### src/rtl/usb_tx_pkg.sv
`default_nettype none
// +------------------------------------------------------------------+
// | usb_tx_pkg : shared types and constants for the USB TX sequencer |
// | Rev 1.0                                                          |
// +------------------------------------------------------------------+
package usb_tx_pkg;

  localparam int unsigned MAX_BYTES_DEFAULT = 64;

  // Sent LSB-first, this produces the USB SYNC field 0000_0001.
  localparam logic [7:0] SYNC_PATTERN = 8'b1000_0000;

  typedef enum logic [2:0] {
    ST_IDLE = 3'd0,
    ST_SYNC = 3'd1,
    ST_PID  = 3'd2,
    ST_DATA = 3'd3,
    ST_END  = 3'd4
  } tx_state_t;

endpackage
`default_nettype wire

### src/rtl/usb_tx_sequencer_shift_reg.sv
`default_nettype none
// +------------------------------------------------------------------+
// | tx_shift_reg : 8-bit loadable LSB-first shifter with bit counter |
// | Rev 1.0                                                          |
// +------------------------------------------------------------------+
module tx_shift_reg (
  input  logic       clk,
  input  logic       rst,
  input  logic       load_i,
  input  logic [7:0] load_data_i,
  input  logic       shift_i,
  output logic       bit_o,
  output logic       last_bit_o
);

  logic [7:0] sr_q;
  logic [2:0] cnt_q;

  // A load coinciding with the shift of bit 7 wins and restarts the count.
  always_ff @(posedge clk) begin
    if (rst) begin
      sr_q  <= '0;
      cnt_q <= '0;
    end else if (load_i) begin
      sr_q  <= load_data_i;
      cnt_q <= '0;
    end else if (shift_i) begin
      sr_q  <= {1'b0, sr_q[7:1]};
      cnt_q <= cnt_q + 3'd1;
    end
  end

  assign bit_o      = sr_q[0];
  assign last_bit_o = (cnt_q == 3'd7);

endmodule
`default_nettype wire

### src/rtl/usb_tx_sequencer.sv
`default_nettype none
// +------------------------------------------------------------------+
// | usb_tx_sequencer : serializes SYNC, PID and payload into bit_stuff|
// | Rev 1.0                                                          |
// +------------------------------------------------------------------+
module usb_tx_sequencer
  import usb_tx_pkg::*;
#(
  parameter  int MAX_BYTES = MAX_BYTES_DEFAULT,
  localparam int LEN_W     = $clog2(MAX_BYTES + 1)
) (
  input  logic             clk,
  input  logic             rst,
  input  logic             req_i,
  input  logic [7:0]       req_pid_i,
  input  logic [LEN_W-1:0] req_len_i,
  output logic             ack_o,
  input  logic [7:0]       byte_in_i,
  input  logic             byte_valid_i,
  output logic             byte_ready_o,
  output logic             bs_start_o,
  output logic             bs_bit_o,
  output logic             bs_endb_o,
  input  logic             bs_pause_i,
  input  logic             bs_done_i,
  output logic             busy_o,
  output logic             underrun_o
);

  tx_state_t        state_q;
  logic [7:0]       pid_q;
  logic [LEN_W-1:0] remain_q;
  logic [LEN_W-1:0] remain_d;
  logic [LEN_W-1:0] len_clamped;
  logic             start;
  logic             in_bits;
  logic             consume;
  logic             boundary;
  logic             more_bytes;
  logic             take;
  logic             sr_load;
  logic [7:0]       sr_load_data;
  logic             sr_bit;
  logic             sr_last;

  assign start       = (state_q == ST_IDLE) & req_i;
  assign in_bits     = (state_q == ST_SYNC) | (state_q == ST_PID) | (state_q == ST_DATA);
  assign consume     = in_bits & ~bs_pause_i;
  assign boundary    = consume & sr_last;
  assign more_bytes  = (remain_q != '0);
  assign len_clamped = (req_len_i > LEN_W'(MAX_BYTES)) ? LEN_W'(MAX_BYTES) : req_len_i;

  // Handshake strobes are combinational: the stuffer consumes a bit per
  // unpaused cycle, so the next byte must be accepted in the same cycle.
  assign byte_ready_o = boundary & more_bytes & ((state_q == ST_PID) | (state_q == ST_DATA));
  assign take         = byte_ready_o & byte_valid_i;
  assign underrun_o   = byte_ready_o & ~byte_valid_i;

  assign sr_load = start | ((state_q == ST_SYNC) & boundary) | take;

  always_comb begin
    sr_load_data = byte_in_i;
    if (start) begin
      sr_load_data = SYNC_PATTERN;
    end else if (state_q == ST_SYNC) begin
      sr_load_data = pid_q;
    end
  end

  tx_shift_reg u_shift (
    .clk         (clk),
    .rst         (rst),
    .load_i      (sr_load),
    .load_data_i (sr_load_data),
    .shift_i     (consume),
    .bit_o       (sr_bit),
    .last_bit_o  (sr_last)
  );

  // Bytes still to be loaded after the one currently shifting out.
  always_comb begin
    remain_d = remain_q;
    if (start) begin
      remain_d = len_clamped;
    end else if (take) begin
      remain_d = remain_q - LEN_W'(1);
    end
  end

  always_ff @(posedge clk) begin
    if (rst) begin
      remain_q <= '0;
    end else begin
      remain_q <= remain_d;
    end
  end

  always_ff @(posedge clk) begin
    if (rst) begin
      state_q <= ST_IDLE;
      pid_q   <= '0;
    end else begin
      case (state_q)
        ST_IDLE: begin
          if (req_i) begin
            state_q <= ST_SYNC;
            pid_q   <= req_pid_i;
          end
        end
        ST_SYNC: begin
          if (boundary) state_q <= ST_PID;
        end
        ST_PID, ST_DATA: begin
          if (boundary) begin
            if (take) state_q <= ST_DATA;
            else      state_q <= ST_END;
          end
        end
        ST_END: begin
          if (bs_done_i) state_q <= ST_IDLE;
        end
        default: state_q <= ST_IDLE;
      endcase
    end
  end

  assign ack_o      = start;
  assign bs_start_o = start;
  assign bs_bit_o   = in_bits & sr_bit;
  assign bs_endb_o  = (state_q == ST_END);
  assign busy_o     = (state_q != ST_IDLE);

endmodule
`default_nettype wire

### config.mk
export PLATFORM = sky130hd
export DESIGN_NAME = usb_tx_sequencer
export DESIGN_NICKNAME = d
export VERILOG_FILES = /design/src/rtl/usb_tx_pkg.sv /design/src/rtl/usb_tx_sequencer_shift_reg.sv /design/src/rtl/usb_tx_sequencer.sv
export SDC_FILE = /design/constraint.sdc
export NUM_CORES = 1
export LEC_CHECK = 0
export CAP_MARGIN = 0
export CORE_UTILIZATION = 25
export CTS_BUF_LIST = sky130_fd_sc_hd__clkbuf_8
export DETAILED_ROUTE_END_ITERATION = 8
export PLACE_DENSITY = 0.51
export SYNTH_ARGS = -nofsm -noshare
export SYNTH_HDL_FRONTEND = slang
export SYNTH_SLANG_ARGS = --single-unit
### constraint.sdc
create_clock -name clk -period 2 [get_ports clk]
set_input_delay 0.4 -clock clk [delete_from_list [all_inputs] [get_ports clk]]
set_output_delay 0.4 -clock clk [all_outputs]
set_load 0.005 [all_outputs]
# Yosys cells after proc, flatten, opt, wreduce, memory -nomap -nowiden
# Cells that the tools add are included.
# word_totals
register_bits	29
latchBits	0
ram_bits	0
mem_bits_ro	0
input_bits	29
out_inout_bits	7
wordCells	55
n_memories	0
# op_classes
n_addsub	2
mul	0
div_mod_pow	0
order_cmp	1
eq_ne	9
shift	0
n_mux	13
bitwise_logic	16
reduce_logical	9
# op_table
operator	n
2-to-1 mux 8 bit	4
2-to-1 mux 7 bit	3
2-to-1 mux 3 bit	5
one-hot mux 3 bit (4 select lines)	1
bitwise AND 1 bit	9
> comparator 7 bit (second input constant)	1
nonzero test 7 bit	1
subtractor 7 x 1 -> 7 bit (second input constant)	1
equality test 3 x 2 -> 1 bit (second input constant)	2
equality test 3 bit (second input constant)	2
inequality test 2 bit (second input constant)	3
bitwise OR 1 bit	5
AND reduction 4 bit	1
nonzero test 2 bit	2
OR reduction 2 bit	2
adder 3 x 1 -> 3 bit (second input constant)	1
equality test 3 x 1 -> 1 bit (second input constant)	1
logical NOT 3 bit	1
nonzero test 3 bit	1
inequality test 2 x 1 -> 1 bit (second input constant)	1
NOT 1 bit	2
AND reduction 2 bit	1

# Depth between registers and ports, before layout
# Gate-level depths: netlist of run 1.
# logic_depth
ltp_word	11
ltp_mapped	8

# Modules after synthesis
# Synthesis of run 1 repeated with hierarchy kept, for this count alone.
# hier_totals
cells_unflattened	182
area_unflattened_um2	1569.0
# by_module_without_submodules
module	n_inst	cells_per_inst	area_each_um2
usb_tx_sequencer	1	135	1072.3
tx_shift_reg	1	47	496.7

# Worst setup path before layout of run 1
# OpenSTA, ideal clock, no wires.
# synth_timing
path_type	register -> register
start	reg remain_q[0]
end	reg u_shift.sr_q[1]
setup_ps	121
arrival_ps	1778
t_required_ps	1879
path_slack_ps	100
stages_incl_launch_ff	8
n_path_buf	1
period_less_slack_ps	1900
path_cell_list	dfxtp_1 > inv_1 > ha_1 > or4b_4 > o211ai_4 > nand2_4 > buf_6 > mux2_4
# synth_via
elab_chain_len	6
elab_cells_between_ends	7
# synth_lines
item	line	rtl
start, declared	usb_tx_sequencer.sv:32	logic [LEN_W-1:0] remain_q;
start signal, assigned	usb_tx_sequencer.sv:94	remain_q <= remain_d;
nonzero test 7 bit *	usb_tx_sequencer.sv:50	assign more_bytes = (remain_q != '0);
bitwise AND 1 bit * (2 in a row)	usb_tx_sequencer.sv:55	assign byte_ready_o = boundary & more_bytes & ((state_q == ST_PID) | (state_q == ST_DATA));
bitwise AND 1 bit *	usb_tx_sequencer.sv:56	assign take = byte_ready_o & byte_valid_i;
bitwise OR 1 bit *	usb_tx_sequencer.sv:59	assign sr_load = start | ((state_q == ST_SYNC) & boundary) | take;
2-to-1 mux 8 bit or nonzero test 2 bit (tied branches)	-	
end signal, assigned	usb_tx_sequencer_shift_reg.sv:25	sr_q <= load_data_i;
end signal, assigned	usb_tx_sequencer_shift_reg.sv:28	sr_q <= {1'b0, sr_q[7:1]};
end, declared	usb_tx_sequencer_shift_reg.sv:16	logic [7:0] sr_q;
# Mark *: on every way between the ends. The rest lies on a longest branch, timed or not.
# A chain may end at the register's enable or synchronous reset.

# Worst setup path after layout of run 1
# layout_timing
start	reg remain_q[1]
end	out underrun_o
# layout_via
elab_chain_len	4
# layout_lines
item	line	rtl
nonzero test 7 bit	usb_tx_sequencer.sv:50	
bitwise AND 1 bit (2 in a row)	usb_tx_sequencer.sv:55	
bitwise AND 1 bit	usb_tx_sequencer.sv:57	assign underrun_o = byte_ready_o & ~byte_valid_i;
end, declared	usb_tx_sequencer.sv:27	output logic underrun_o
# Every way passes these cells.

==> flow_summary.ini, run 1 <==
[critical_path]
endpoint = underrun_o
r2r_slack_ns = -0.02
crit_path_max_fanout = 2
worst_r2r_endpoint = u_shift.sr_q[5]
crit_path_end_kind = output port
critPathTopFamily = simple AND/OR/NAND/NOR gates
critical_path_buf_inv_count = 3
r2r_start = remain_q[1]
reg2regPathDepth = 7
critPathMaxStageDelay_ns = 0.48
arrival_ns = 1.66
crit_path_top_delay_cell = or4b_4
critPathKind = register to output port
startpoint_type = register
cp_cell_sequence = inv_2, ha_4, or4b_4, nor2_4, buf_6, nor3_2, buf_2
worstSetupPathDepth = 7
startpoint = remain_q[1]
critPathRequiredTime_ns = 1.60

[floorplanning]
rows = 28
die_x_um = 82.57
core-area_sq_um = 6096
io_pins = 36
initial_utilization_pct = 26.62
die_y_um = 82.57
die_area_sq_um = 6818

[timing]
max_freq_ghz = 0.4848
slew_headroom_pct = 72.81
drv_slew = 0
tightest_slew_ns = 0.4024
rsz0062_at_grt = yes
setup_tns_ns = -0.1355
timing.final.ws_setup_ns = -0.06274
hold_viol = 0
setup_viol = 7
finalCritPeriodShare_pct = 103.1
fin_skew_ns = 0.003981
finalCriticalPeriod_ns = 2.063

[drt]
via_per_inst = 4.773
drt_iter0_drc = 59
vias = 1575
wl_mm = 4.565
drc_errors = 0
ant_nets = 0
drt-pass1-iter-count = 4
wire_per_inst_um = 13.83

[cts]
postCtsHoldBufs = 0
clk_path_buf_depth = 2
root_buffer = clkbuf_8
clkTransAtPathRegs_ns = 0.06
cts_max_level = 2
clk_latency_ns = 0.28
cts_tree = yes
cts_sinks = 29
cts-buffers-inserted = 5

[layout]
n_antenna_cell = 0
fin_nets = 286
finalNonFillerCells = 330
most-common-layout-cells = clkdlybuf4s50_1, buf_4, dfxtp_1, a21oi_1, nand2_1
area.growth.synth_to_final_pct = 54.66
drive_above_1_share_pct = 30.20
final_common_cell = clkdlybuf4s50_1

[job]
cap_violations = 0

[placed_design]
dp_slack_ns = -0.1442
dp_cells = 305
place.port_buffers = 35
dp_hpwl_mm = 3.077
gp_congestion = 0.8000

[global_routing]
track_usage_pct = 14.46
grt_pass1_vias = 1490
antenna_found_initial = 0
grt_pass1_wl_mm = 7.272
overflow = 0
grt_max_degree = 37

[power]
pwr_density_cell_nw_per_um2 = 645.9
ir_drop_uv = 223.2
p_leak_nw = 1.039

[synthesis]
syn-num-nets = 216
synth_edf_count = 0
yosys_most_used_dff = dfxtp_1
yosys_warnings = 0
synth_area_sq_um = 1623
synth_seq_cells = 29
syn_area_per_cell_sq_um = 8.820
ys_seq_area_share_pct = 35.77
synth_cell_types = 49
async_flop_share_pct = 0
postSynthCellCount = 184

[outcome]
outcome = complete, but fails checks
failed_checks = negative setup slack

[min_path]
hp-class = register to register
synthesized netlist by cell type (2+ instances only):
| master | instances | area [sq um] |
|---|---|---|
| nor2_1 | 8 | 30.03 |
| a211oi_1 | 3 | 22.52 |
| nor3b_1 | 2 | 15.01 |
| ha_1 | 3 | 37.54 |
| mux2_2 | 2 | 22.52 |
| inv_1 | 4 | 15.01 |
| xor2_1 | 2 | 17.52 |
| or3_1 | 2 | 12.51 |
| a22o_1 | 3 | 26.28 |
| clkbuf_1 | 6 | 22.52 |
| dfxtp_1 | 29 | 580.6 |
| mux2_4 | 6 | 90.09 |
| or2_2 | 2 | 12.51 |
| buf_2 | 4 | 20.02 |
| a21oi_1 | 20 | 100.1 |
| xnor2_1 | 2 | 17.52 |
| o21ai_0 | 9 | 45.04 |
| mux2i_1 | 11 | 110.1 |
| nand2_1 | 17 | 63.81 |
| nor3_1 | 12 | 60.06 |
| nand3_1 | 9 | 45.04 |
metal layers:
layer	global-route usage [%]	up-vias	part of all wire, %
li1	-	802	-
met1	19.47	738	48
met2	21.82	27	47
met3	3.736	8	3.7
met4	5.862	0	1.3
met5	0	-	0
report_power, final:
part	internal, mW	switching, mW	total, mW
registers	0.609	0.0176	0.627
logic	0.200	0.158	0.358
clock network	0.401	0.236	0.637
total	1.21	0.412	1.62
final cells by class:
class                      count  area (sq um)
sequential                    29         581.8
fill                         632          3586
inverter                       5         23.77
multi-input combinational    138          1002
tap                           75         93.84
timing repair buffer          75         691.9
clock buffer                   6         82.58
clock inverter                 2         33.78
how the worst min path moves through the flow:
stage                         from       end  slack [ns]  cells past startpoint
final                     pid_q[3]  pid_q[3]        0.45                      2
after global routing      pid_q[3]  pid_q[3]        0.48                      2
after CTS                 pid_q[4]  pid_q[4]        0.46                      2
after detailed placement  pid_q[4]  pid_q[4]        0.45                      2
after global placement    pid_q[7]  pid_q[7]        0.44                      2
after floorplan           pid_q[0]  pid_q[0]        0.44                      2
worst register-to-register path, cell delays in order (launching register included):
cell,delay (ns)
dfxtp_2,0.33
inv_2,0.08
ha_4,0.13
or4b_4,0.48
buf_4,0.18
o211ai_4,0.24
nand2_4,0.16
mux2_4,0.32
sequential cells by signal, indices dropped and copies added, names as in the netlist:
signal         flops
remain_q           7
state_q            3
u_shift.cnt_q      3
u_shift.sr_q       8
pid_q              8
what timing repair did:
| action | CTS | global route |
|---|---|---|
| pin swaps | 4 | 7 |
| buffers inserted | 15 | 4 |
| resized for setup | 26 | 5 |
| setup endpoints to repair | 5 | 18 |
through the flow:
step | total power, mW | util, % | instance area [sq um] | hold slack (ns)
floorplan | 0.7997 | - | 1623 | 0.4360
global placement | 0.9455 | 36.02 | 2196 | 0.4431
detailed placement | 0.9464 | 36.02 | 2196 | 0.4472
CTS | 1.626 | 40.52 | 2470 | 0.4567
global route | 1.700 | 41.17 | 2510 | 0.4764
finish | 1.621 | 41.17 | 2510 | 0.4545
kinds of logic after synthesis:
kind of cell    synth area share (%)
buf+inv                        4.934
xor+xnor                       2.159
fa+ha+maj                      2.313
simple gates                   23.90
flops                          35.78
mux                            13.72
compound gates                 17.19
Power figures use the tool's default switching activity.
==> run 2, diff against run 1 <==
--- a/config.mk
+++ b/config.mk
@@ -9,7 +9,9 @@
 export CORE_UTILIZATION = 25
 export CTS_BUF_LIST = sky130_fd_sc_hd__clkbuf_8
 export DETAILED_ROUTE_END_ITERATION = 8
-export PLACE_DENSITY = 0.51
+export GPL_ROUTABILITY_DRIVEN = 0
+export PLACE_DENSITY = 0.49
+export SKIP_CTS_REPAIR_TIMING = 1
 export SYNTH_ARGS = -nofsm -noshare
 export SYNTH_HDL_FRONTEND = slang
 export SYNTH_SLANG_ARGS = --single-unit
==> constraint.sdc (replaced) <==
create_clock -name clk -period 2.5 [get_ports clk]
set_input_delay 0.5 -clock clk [delete_from_list [all_inputs] [get_ports clk]]
set_output_delay 0.5 -clock clk [all_outputs]
set_load 0.005 [all_outputs]
==> flow_summary.ini, run 2 (synthesized netlist as in run 1, its figures left out) <==
[critical_path]
crit_path_end_kind = output port
startpoint_type = register
critPathKind = register to output port
critPathRequiredTime_ns = 2.00
crit_path_max_fanout = 10
arrival_ns = 1.84
reg2regPathDepth = 7

[timing]
timing.final.ws_setup_ns = 0.1626
hold_viol = 0
tightest_slew_ns = 0.3928
max_freq_ghz = 0.4278
slew_headroom_pct = 73.79
fin_skew_ns = 0.004794
worst_hold_slack_ns = 0.4550
drv_slew = 0
finalCritPeriodShare_pct = 93.49
rsz0062_at_grt = no
setup_viol = 0
finalCriticalPeriod_ns = 2.337

[power]
pwr_density_cell_nw_per_um2 = 559.6
p_comb_share_pct = 18.9
pwr-share-clk_pct = 40.8
p_leak_nw = 0.8852
power_frac_seq_pct = 40.3
switching_share_pct = 25.17
ir_drop_uv = 161.5
p_switching_mw = 0.3140
p_int_mw = 0.9337

[floorplanning]
core-area_sq_um = 6096
rows = 28
die_y_um = 82.57
initial_utilization_pct = 26.62
io_pins = 36
die_area_sq_um = 6818
die_x_um = 82.57

[drt]
via_per_inst = 4.783
drc_errors = 0
vias = 1435
drt-pass1-iter-count = 4
wl_mm = 4.206
wire_per_inst_um = 14.02
drt_iter0_drc = 78
ant_nets = 0

[global_routing]
track_usage_pct = 13.31
grt_pass1_wl_mm = 6.589
grt_max_degree = 37
overflow = 0
grt_pass1_vias = 1332
antenna_found_initial = 0

[layout]
drive_above_1_share_pct = 18.22
area.growth.synth_to_final_pct = 37.39
most-common-layout-cells = clkdlybuf4s50_1, dfxtp_1, a21oi_1, nand2_1, nor3_1
reg_top3 = pid_q x8, u_shift.sr_q x8, remain_q x7
n_antenna_cell = 0
fin_nets = 256
final_common_cell = clkdlybuf4s50_1

[cts]
cts_sinks = 29
cts-buffers-inserted = 5
root_buffer = clkbuf_8
clk_path_buf_depth = 2
clk_latency_ns = 0.28
cts_max_level = 2
cts_tree = yes
clkTransAtPathRegs_ns = 0.07

[job]
cap_violations = 0

[outcome]
outcome = finished, final reports clean

[placed_design]
dp_hpwl_mm = 2.885
place.port_buffers = 35
dp_slack_ns = 0.1351

[min_path]
hp-class = register to register
hold_depth = 2
[run 2: changes by cell type in the layout (fill, tap and decap cells not counted), sizes merged]
cell / change
buf: -32
clkdlybuf4s50: +2
[run 2: area by class of cell]
cell class                 instances  area, sq um
multi-input combinational        138        977.2
clock buffer                       6        82.58
sequential                        29        580.6
clock inverter                     2        33.78
timing repair buffer              45        442.9
tap                               75        93.84
inverter                           5        18.77
fill                             657         3866
[run 2: worst paths after layout]
path / end / start / slack, ns
setup / recovery: bs_start_o / state_q[1] / 0.16
hold reg to reg: pid_q[3] / pid_q[3] / 0.45
setup reg to reg: u_shift.sr_q[3] / remain_q[1] / 0.37
hold / removal: pid_q[3] / pid_q[3] / 0.45
[run 2: power by group through the flow]
stage	registers [mW]	clock network, mW	logic, mW
after CTS	0.502	0.523	0.222
after detailed placement	0.512	0	0.221
after floorplan	0.508	0	0.131
after global routing	0.505	0.553	0.257
final	0.503	0.509	0.235
after global placement	0.512	0	0.220
[run 2: per-stage QoR]
step / cells / utilization [%] / power, mW / TNS (ns) / cell area (sq um)
2_1_floorplan: 184 / - / 0.6398 / 0 / 1623
3_3_place_gp: 289 / 34.05 / 0.7323 / 0 / 2076
3_5_place_dp: 289 / 34.05 / 0.7334 / 0 / 2076
4_1_cts: 297 / 35.96 / 1.247 / -0.3538 / 2192
5_1_grt: 300 / 36.58 / 1.315 / 0 / 2230
6_report: 300 / 36.58 / 1.248 / 0 / 2230
[run 2: critical path, cell delays in order (launching register included)]
cell             delay, ns
dfxtp_1               0.41
nor2_2                0.36
nand3b_4              0.12
clkinv_1              0.15
clkdlybuf4s50_1       0.52
[run 2: layer usage]
layer / GRT usage, % / wire (um)
met1: 18.14 / 2230
met2: 19.75 / 1765
met3: 3.626 / 139
met4: 5.172 / 70
met5: 0 / 0
